==> src/rtl/serial_sub_pkg.sv <==
// serial_sub_pkg: shared FSM encoding and default width for the bit-serial subtractor
package serial_sub_pkg;
    typedef enum logic [1:0] {
        ST_IDLE  = 2'd0,
        ST_SHIFT = 2'd1,
        ST_DONE  = 2'd2
    } state_t;
    localparam int WIDTH_DEF = 4;
endpackage

==> src/rtl/serial_sub_fs.sv <==
// serial_sub_fs: single-bit combinational full subtractor cell
module serial_sub_fs (
    input  logic x,
    input  logic y,
    input  logic bi,
    output logic d,
    output logic bo
);
    assign d  = x ^ y ^ bi;
    assign bo = (~x & y) | (~(x ^ y) & bi);
endmodule

==> src/rtl/serial_sub.sv <==
// serial_sub: bit-serial subtractor, one result bit per clock, LSB first
module serial_sub
    import serial_sub_pkg::*;
#(
    parameter int WIDTH = WIDTH_DEF
) (
    input  logic             clk,
    input  logic             reset,
    input  logic             start,
    input  logic [WIDTH-1:0] a,
    input  logic [WIDTH-1:0] b,
    input  logic             bin,
    output logic             busy,
    output logic             done,
    output logic [WIDTH-1:0] diff,
    output logic             bout
);
    localparam int CW = $clog2(WIDTH);

    state_t           state_q, state_d;
    logic [WIDTH-1:0] a_sr_q, a_sr_d, b_sr_q, b_sr_d, dsr_q, dsr_d, diff_q, diff_d;
    logic [CW-1:0]    cnt_q, cnt_d;
    logic             brw_q, brw_d, bout_q, bout_d;
    logic             fs_d, fs_bo, shift, load, last;

    assign shift = state_q == ST_SHIFT;
    assign load  = start && !shift;
    assign last  = shift && cnt_q == CW'(WIDTH - 1);

    serial_sub_fs u_fs (
        .x (a_sr_q[0]),
        .y (b_sr_q[0]),
        .bi(brw_q),
        .d (fs_d),
        .bo(fs_bo)
    );

    // state register and datapath flops
    always_ff @(posedge clk or negedge reset) begin
        if (!reset) begin
            state_q <= ST_IDLE;
            a_sr_q  <= '0;
            b_sr_q  <= '0;
            dsr_q   <= '0;
            diff_q  <= '0;
            cnt_q   <= '0;
            brw_q   <= 1'b0;
            bout_q  <= 1'b0;
        end else begin
            state_q <= state_d;
            a_sr_q  <= a_sr_d;
            b_sr_q  <= b_sr_d;
            dsr_q   <= dsr_d;
            diff_q  <= diff_d;
            cnt_q   <= cnt_d;
            brw_q   <= brw_d;
            bout_q  <= bout_d;
        end
    end

    // next state: accept from IDLE or DONE, leave SHIFT after the last bit
    always_comb begin
        state_d = load ? ST_SHIFT : shift ? (last ? ST_DONE : ST_SHIFT) : ST_IDLE;
    end

    // FSM outputs
    always_comb begin
        busy = shift;
        done = state_q == ST_DONE;
    end

    // datapath: load operands on accept, shift one bit per SHIFT cycle, publish on the last bit
    always_comb begin
        a_sr_d = load ? a : shift ? a_sr_q >> 1 : a_sr_q;
        b_sr_d = load ? b : shift ? b_sr_q >> 1 : b_sr_q;
        dsr_d  = load ? '0 : shift ? {fs_d, dsr_q[WIDTH-1:1]} : dsr_q;
        brw_d  = load ? bin : shift ? fs_bo : brw_q;
        cnt_d  = (load || last) ? '0 : shift ? cnt_q + CW'(1) : cnt_q;
        diff_d = last ? {fs_d, dsr_q[WIDTH-1:1]} : diff_q;
        bout_d = last ? fs_bo : bout_q;
    end

    assign diff = diff_q;
    assign bout = bout_q;
endmodule
==> config.mk <==
export PLATFORM = sky130hd
export DESIGN_NAME = serial_sub
export DESIGN_NICKNAME = d
export VERILOG_FILES = /design/src/rtl/serial_sub_pkg.sv /design/src/rtl/serial_sub_fs.sv /design/src/rtl/serial_sub.sv
export SDC_FILE = /design/constraint.sdc
export NUM_CORES = 1
export LEC_CHECK = 0
export ABC_AREA = 0
export BUFFER_PORTS_ARGS = -buffer_cell sky130_fd_sc_hd__buf_2
export CAP_MARGIN = 30
export CORE_MARGIN = 10
export CORE_UTILIZATION = 56
export CTS_CLUSTER_SIZE = 24
export DETAILED_ROUTE_END_ITERATION = 8
export PLACE_DENSITY_LB_ADDON = 0.3
export SLEW_MARGIN = 20
export SYNTH_ARGS = -nofsm -noshare
export SYNTH_HDL_FRONTEND = slang
export SYNTH_SLANG_ARGS = --single-unit
==> constraint.sdc <==
create_clock -name clk -period 2.1 [get_ports clk]
set_input_delay 0.105 -clock clk [delete_from_list [all_inputs] [get_ports clk]]
set_output_delay 0.105 -clock clk [all_outputs]
set_load 0.005 [all_outputs]
* Yosys cells after proc, flatten, opt, wreduce, memory -nomap -nowiden *
Cells that the tools add are included.

storage, ports and cells
  register bits = 22
  latch bits = 0
  bits in writable memories = 0
  ROM bits = 0
  input port bits = 12
  output and inout port bits = 7
  logic and storage cells = 38
  memories = 0

operators by class
  add/subtract/negate cells = 1
  $mul = 0
  div/mod/pow operators = 0
  $lt $le $gt $ge = 0
  equal/unequal tests = 3
  shift operators = 0
  multiplexer cells = 13
  bitwise logic cells = 7
  reduce and logical (&&, ||, !) cells = 6

operator list
  kind                   count
  $mux W4                6
  $mux W2                5
  $eq A2 B2 Y1 const B   2
  $reduce_bool A2 Y1     2
  $add A2 B1 Y2 const B  1
  $and A1 B1 Y1          2
  $eq A2 B1 Y1 const B   1
  $logic_and A1 B1 Y1    2
  $mux W1                2
  $not A1 Y1             2
  $xor A1 B1 Y1          2
  $logic_not A1 Y1       1
  $logic_or A1 B1 Y1     1
  $or A1 B1 Y1           1

* Logic depth before layout (Yosys ltp) *
Gate-level depths: netlist of the first run.

  depth in word-level cells = 6
  depth in mapped cells = 4

* Modules after synthesis *
A second synthesis of the first run with hierarchy kept.

unflattened totals
  cells, all modules = 70
  area total of the unflattened synthesis = 996.0 sq um

by module, submodules not included
  module         instances  cells an instance  area an instance (sq um)
  serial_sub     1          66                 964.7
  serial_sub_fs  1          4                  31.3

* Least setup slack after synthesis of the first run *
OpenSTA, ideal clock, no wires.

  path type = register to register
  start point = register cnt_q[0]
  end point = register diff_q[0], in the netlist diff[0]
  library setup time = 0.125 ns
  data arrival time = 1.157 ns
  data required time = 1.975 ns
  path slack = 0.818 ns
  stages on the path, launching flop included = 4
  path buffers = 0
  period minus slack after synthesis = 1.282 ns
  cells stage by stage = dfrtp_1 > ha_1 > nand3b_1 > mux2_2

on the way
  longest elaborated chain between the ends = 2

ends and longest elaborated chain
  element                 RTL line          text
  start, declared         serial_sub.sv:22  logic [CW-1:0] cnt_q, cnt_d;
  start signal, assigned  serial_sub.sv:55  cnt_q <= cnt_d;
  $eq A2 B2 Y1            serial_sub.sv:28  assign last = shift && cnt_q == CW'(WIDTH - 1);
  $logic_and A1 B1 Y1     serial_sub.sv:28
  end signal, assigned    serial_sub.sv:54  diff_q <= diff_d;
  end, declared           serial_sub.sv:21  logic [WIDTH-1:0] a_sr_q, a_sr_d, b_sr_q, b_sr_d, dsr_q, dsr_d, diff_q, diff_d;

Every way passes these cells.
A chain may end at the register's enable or synchronous reset.

* Worst setup path after layout of the first run *
  start point = register state_q[1]
  end point = output busy

on the way
  longest elaborated chain between the ends = 1

ends and longest elaborated chain
  element                 RTL line          text
  start, declared         serial_sub.sv:20  state_t state_q, state_d;
  start signal, assigned  serial_sub.sv:50  state_q <= state_d;
  $eq A2 B1 Y1            serial_sub.sv:26  assign shift = state_q == ST_SHIFT;
  end, declared           serial_sub.sv:13  output logic busy,

Every way passes these cells.

==> results of run 1 <==
[placed cells by master, fill, tap and decap left out]
| cell | count |
|---|---|
| nor2_1 | 2 |
| dlygate4sd3_1 | 1 |
| fa_1 | 1 |
| mux2_2 | 10 |
| buf_2 | 18 |
| nand2b_2 | 1 |
| a21boi_0 | 1 |
| inv_1 | 6 |
| nor4b_1 | 1 |
| mux2_4 | 9 |
| dfrtp_1 | 21 |
| and2b_2 | 1 |
| ha_1 | 1 |
| mux2i_1 | 5 |
| nor4bb_1 | 1 |
| nand3b_1 | 1 |
| clkinv_2 | 1 |
| a31o_2 | 2 |
| nor2b_1 | 3 |
| clkbuf_4 | 3 |
[synth_stat cells (2+ instances only)]
library cell,n
mux2_4,9
nor2_1,2
inv_1,6
buf_6,2
nor2b_1,3
mux2_2,10
dfrtp_1,21
mux2i_1,5
a31o_2,2
[logic make-up (layout without fill, tap and decap cells)]
logic type                 after synthesis  in the layout  share of synthesized area, %
AOI/OAI and AO/OA                        3              3                          2.51
adders and majority gates                2              2                          3.27
buffers and inverters                    8             29                          4.52
DFF                                     21             21                          52.8
muxes                                   24             24                          29.9
and+or+nand+nor                         10             10                          7.04
[final cells by class]
type                    instances  share of cell area (%)
flip-flops and latches         21                    46.4
repair buffers                 19                    8.84
clock inverters                 1                   0.442
inverters                       6                    1.99
well taps                      25                    2.76
multi-input cells              39                    37.6
clock buffers                   3                    1.99
[worst min path at each step]
stage,slack (ns),cells past startpoint,end
floorplan,-0.19,0,a_sr_q[0]
global placement,0.08,1,state_q[1]
detailed placement,0.08,1,state_q[0]
CTS,0.05,3,b_sr_q[3]
global route,0.08,3,b_sr_q[3]
finish,0.06,3,b_sr_q[3]
[layer usage]
| layer | GRT usage (%) | share of wire, % | up-vias |
|---|---|---|---|
| met1 | 10.2 | 49 | 279 |
| li1 | - | - | 278 |
| met3 | 3.05 | 4.6 | 2 |
| met4 | 3.43 | 0.92 | 0 |
| met5 | 0 | 0 | - |
| met2 | 13.2 | 45 | 11 |
[through the flow]
step	instances	setup slack (ns)	power (uW)	hold slack, ns
5_1_grt	114	0.466	1650	0.0755
2_1_floorplan	68	0.818	1200	-0.191
6_report	114	0.573	1520	0.0596
4_1_cts	114	0.547	1550	0.0503
3_3_place_gp	109	0.757	1330	0.0795
3_5_place_dp	109	0.726	1350	0.0830
[critical path, cell delays in order, from the launching register on]
cell	delay, ns
dfrtp_1	0.43
nand2b_2	0.38
inv_1	0.17
buf_2	0.13
[registers in the layout, indices dropped and copies added (netlist names)]
register / flops
dsr_q: 3
state_q: 2
diff: 4
bout: 1
brw_q: 1
a_sr_q: 4
b_sr_q: 4
cnt_q: 2
[power groups by stage]
stage               Clock (uW)  Combinational (uW)  Sequential, uW
global route               213                 733             702
detailed placement           0                 661             687
floorplan                    0                 532             669
global placement             0                 651             679
CTS                        197                 677             678
finish                     186                 662             674
[what timing repair did]
action,in CTS,in global routing
setup endpoints to repair,0,0
resized for setup,0,0
hold buffers,1,0
endpoints found under the hold margin,21,0
==> results.txt, run 1 <==
Setup repair after global routing left no endpoint under its margin. The maximum fanout encountered on the critical timing path came out at 14. The number of max-slew violations in the final report came out at 0. The via count of the first global-routing pass is 640. The endpoint required time on the critical path is 2.00 ns. The internal cell power is 1060 uW.

The synthesized netlist occupies a cell area of 996 um2. Tracing the worst setup path back leads to its startpoint at state_q[1]. The post-route netlist has 50.6% of its cells at a drive strength greater than 1. The most used flip-flop cell after synthesis is dfrtp_1. The max-capacitance violation count came out at 0. In this run the worst hold path is classified as in -> reg. The cell area after placement came out at 0.00109 mm2. The synthesized design contains 0 enable-type register cells.

Dividing total power by cell area gives a power density of 1340 mW/mm2. The net count of the finished layout is 104. The wire length reported by the detailed router came out at 1.52 mm. Once the floorplan was initialized, standard cells occupied 58.3% of the core. The initial antenna violation count is 0.

The setup TNS came out at 0 ns. The post-route clock period utilization is 72.7%. Summed over all cells, the static leakage comes to 0.000590 uW.

The first global-routing pass estimated 2.79 mm of wire. The number of distinct library cells after synthesis came out at 17. In this run the power spent charging and discharging nets is 466 uW. Clock-pin slew was measured on the worst setup and hold paths at 0.12 ns. The critical path is of the reg -> out type. The width of the die is 62.2 um.

The clock network accounts for 12.2% of the total power. The number of hold violations in the final report was 0. At the pin with the least slew margin, the transition time is 0.454 ns. TritonCTS created 3 clock buffers. The source-to-sink clock delay at the later pin of the worst-skew pair is 0.30 ns. The TritonCTS clock tree is done.

After detailed routing, the number of remaining DRC violations is 0. The origin of the worst min-delay path is b[3]. The instance count of the mapped netlist is 68.

The number of nets with antenna violations after routing came out at 0. The clock root buffer is clkbuf_4. The proportion of synthesized flip-flops having asynchronous set or reset is 100%. Dividing the synthesized area by the synthesized cell count gives 14.6 um2.

The portion of the post-synthesis area used by sequential elements came out at 52.8%. The floorplan die area is 0.00387 mm2. In this run, the combinational gates consume 43.5% of the power. Summed over all layers, the global routing overflow is 0.

The worst-case clock buffer depth came out at 2. The number of DRC violations after detailed-routing iteration 0 is 2. The number of antenna cells inserted is 0. The worst-case IR drop observed on VDD is 0.000640 V.

The biggest area contributor in the post-synthesis netlist is dfrtp_1. The final setup violation count came out at 0. The weighted congestion reported at the end of routability-driven placement is 0.661. The minimum clock period after layout is 1.53 ns.

The detailed router placed 570 vias in this run. The initialized floorplan defines 15 standard-cell rows. Derived from the worst setup path, the maximum achievable clock frequency is 655 MHz. Registers are responsible for 44.3% of the overall power.

The ratio of routed vias to standard cells came out at 5.00. The worst setup path is launched from a flip-flop. The design area is 0.00113 mm2. The most critical setup path has its endpoint at busy. The share of the synthesized area in the top cell type came out at 52.8%.

The synthesized net count came out at 82. The number of cell instances on the worst register-to-register path is 3. In the post-synthesis netlist, the biggest area contributors are dfrtp_1 (53%), mux2_4 (14%), mux2_2 (11%), mux2i_1 (5.0%), buf_6 (2.3%). During placement, the flow inserted port buffers numbering 18. The average detailed-routed wire length per instance came out at 13.4 um.

The number of clock sinks came out at 21. The vertical extent of the die came out at 62.2 um. Data arrives at the worst endpoint at 1.42 ns.

The capture point of the worst reg-to-reg path is diff[2]. The wire-length estimate of the detail-placed layout is 1.14 mm. The total of warnings raised by yosys is 0. The synthesis-stage register bit count came out at 21. The final core utilization is 66.3%. The buffer count from post-CTS setup fixing came out at 0. The relative slew slack came out at 69.7%. The startpoint identified for the worst register-to-register timing path is cnt_q[0]. Setup slack on the worst reg-to-reg path comes out at 0.74 ns. The count of filler cells inserted in the layout is 136. The core region is 0.00171 mm2. The flow ran to the end, and the final reports show no timing, DRC or antenna violations. The storage element area came out at 526 um2. The H-tree depth is 1. The pre-antenna-repair detailed-routing pass consisted of 4 iterations. Entering global routing, the biggest net connects 22 pins. For the final database, setup skew stands at 0.0127 ns. The all-layer global routing usage came out at 8.46%. STA classifies the critical path endpoint as a primary output. The relative area change from synthesis to final layout came out at 13.7%. Summing all multi-input logic gate instances after layout gives 425 um2. The I/O pin count is 19.

The fraction of power spent switching nets came out at 30.6%.
(Power assumes the default switching activity.)
==> run 2, diff against run 1 <==
--- a/config.mk
+++ b/config.mk
@@ -9,7 +9,7 @@
 export BUFFER_PORTS_ARGS = -buffer_cell sky130_fd_sc_hd__buf_2
 export CAP_MARGIN = 30
 export CORE_MARGIN = 10
-export CORE_UTILIZATION = 56
+export CORE_UTILIZATION = 47
 export CTS_CLUSTER_SIZE = 24
 export DETAILED_ROUTE_END_ITERATION = 8
 export PLACE_DENSITY_LB_ADDON = 0.3
==> constraint.sdc (replaced) <==
create_clock -name clk -period 1.3 [get_ports clk]
set_input_delay 0.065 -clock clk [delete_from_list [all_inputs] [get_ports clk]]
set_output_delay 0.065 -clock clk [all_outputs]
set_load 0.005 [all_outputs]
==> results.txt, run 2 (synthesis gave the netlist of run 1 again) <==
The global-route wire length before repair is 3.04 mm. The maximum fanout encountered on the critical timing path is 2. In this run the tightest slew margin relative to its limit is 69.7%. Summing all non-filler instances in the final layout gives an area of 0.00123 mm2. The power per cell area came out at 2220 mW/mm2.

The initial antenna violation count came out at 0. On the critical path, the stage with the largest delay is an instance of fa_1. After legalization and detailed placement, the total HPWL measured 1.27 mm. The type of origin of the critical path is a flip-flop. The floorplan die area came out at 0.00436 mm2. The tightest min-delay check is of the in -> reg type. The max-capacitance violation count came out at 0. The number of DRC violations after detailed-routing iteration 0 is 22.

The worst path uses 100% of the clock period. The wire length reported by the detailed router came out at 1.79 mm. For the pin with the worst max-slew slack, the measured transition is 0.455 ns. In the layout the commonest cells are dfrtp_1 (21), buf_2 (18), mux2_4 (11). The TritonCTS clock tree is done. The number of antenna diodes in the final layout is 0. The number of clock sinks came out at 21. The count of buffers inserted at the top-level ports is 18. At the later pin of the worst-skew pair, clock insertion delay measures 0.30 ns. For the finished layout, the period the worst path requires is 1.31 ns. The via count of the first global-routing pass came out at 660. The core box area is 0.00198 mm2. The width of the die came out at 66.0 um. The worst setup path is captured at a flip-flop. The final setup violation count came out at 1. The library cell used most frequently in the layout, excluding fill and tap cells, is dfrtp_1.

The final reports fail on negative setup slack. The detail route stage leaves a number of antenna-violating nets equal to 0. The maximum achievable frequency is 766 MHz.

The flow ran to the end, but the final reports show violations. Clock tree synthesis selected as its root buffer the cell clkbuf_4. The weighted congestion reported at the end of routability-driven placement is 0.698. The kind of critical path is reg -> reg. The all-layer global routing usage came out at 9.03%. Data arrives at the worst endpoint at 1.50 ns. The register clock-pin slew on the reported worst setup and hold paths came out at 0.11 ns. The I/O pin count came out at 19.

The initial utilization of the core area, before any placement, comes to 50.3%. The cell area after placement came out at 0.00113 mm2. The post-route non-filler standard cell count is 127. Relative to the synthesized area, the layout overhead comes to 23.9%.

OpenSTA, run right after detailed placement, puts the worst setup slack at 0.0124 ns. The final setup skew is 0.00180 ns. The number of nets in the final layout came out at 115. The number of hold violations in the final report came out at 0. Power comes to 2740 uW.

The fraction of final layout cells sized beyond drive strength 1 is 57.0%. The number of buffers and inverters on the critical path is 1. The worst-case clock buffer depth came out at 2. The highest ir drop seen on vdd is 0.00144 V.

The count of filler cells inserted in the layout came out at 170. The cell family with the largest share of critical-path delay is adder cells. CTS built an H-tree with a depth of 1. The number of cells in the design after placement came out at 116. The standby leakage power came out at 0.000651 uW.

For this run, design rule violations remaining after detail routing come to 0. The number of max-slew violations in the final report came out at 0. Data on the critical path is required at its endpoint by 1.50 ns. The number of detailed-routing iterations run before antenna repair is 4.

The worst-case setup margin in the final layout is -0.00620 ns. Walking the worst path, the cells encountered are inv_2, fa_1, mux2_4. Setup repair after global routing could not meet its margin everywhere. Measured along the y axis, the die boundary spans 66.0 um. The largest single stage delay on the critical path is 0.49 ns.

Hold is met by 0.0132 ns. The number of placement rows is 16. The average detailed-routed wire length per instance is 14.1 um. The count of vias placed by the detailed router came out at 610. For this run the aggregate overflow at the end of global routing stands at 0. The maximum number of pins on one net before global-route repair is 22. Dividing the detail-routed via count by the number of cells gives 4.80.

The number of buffers created by CTS is 3.
[run 2: through the flow]
stage,util (%),setup TNS [ns]
6_report,62.2,-0.00620
5_1_grt,62.2,-0.373
4_1_cts,59.8,0
3_5_place_dp,57.3,0
3_3_place_gp,57.3,-0.00465
2_1_floorplan,-,0
[run 2: routing by layer]
metal,global-route usage [%],routed length [um],up-vias
met5,0,0,-
met4,3.14,17,0
met3,5.25,131,2
met2,14.9,900,15
met1,9.41,738,298
li1,-,-,295
[run 2: cell type report]
class	count	area, um2	area share, %
Timing Repair Buffer	30	185	15.0
Sequential cell	21	526	42.6
Clock buffer	4	26.3	2.13
Inverter	6	22.5	1.83
Multi-Input combinational cell	39	440	35.7
Tap cell	27	33.8	2.74
[run 2: worst min-delay path, delay by kind of cell]
kind	cells	cell delay, ns
AND/OR/NAND/NOR	1	0.08
multiplexers	1	0.05
buffers and inverters	1	0.07
[run 2: timing repair]
| item | 4_1_cts | 5_1_grt |
|---|---|---|
| hold endpoints to repair | 22 | 0 |
| buffers inserted | 0 | 5 |
| endpoints found under the setup margin | 3 | 9 |
| hold buffers | 2 | 0 |
| pin swaps | 1 | 1 |
| gates resized for setup | 2 | 4 |
[run 2: worst paths after layout]
kind                            from         to  slack [ns]  cells past startpoint
min reg2reg                  diff[0]    diff[0]        0.51                      1
max reg2reg                b_sr_q[0]   dsr_q[3]      -0.006                      3
min                             a[3]  a_sr_q[3]        0.01                      3
max                        b_sr_q[0]   dsr_q[3]      -0.006                      3
min in group asynchronous      reset  b_sr_q[0]        0.23                      2
max in group asynchronous      reset  a_sr_q[2]        0.76                      2
[run 2: report_power, final]
group / switching (uW) / internal [uW] / leakage, uW
Clock: 183 / 120 / 0.0000150
Sequential: 175 / 935 / 0.000264
Combinational: 463 / 864 / 0.000371
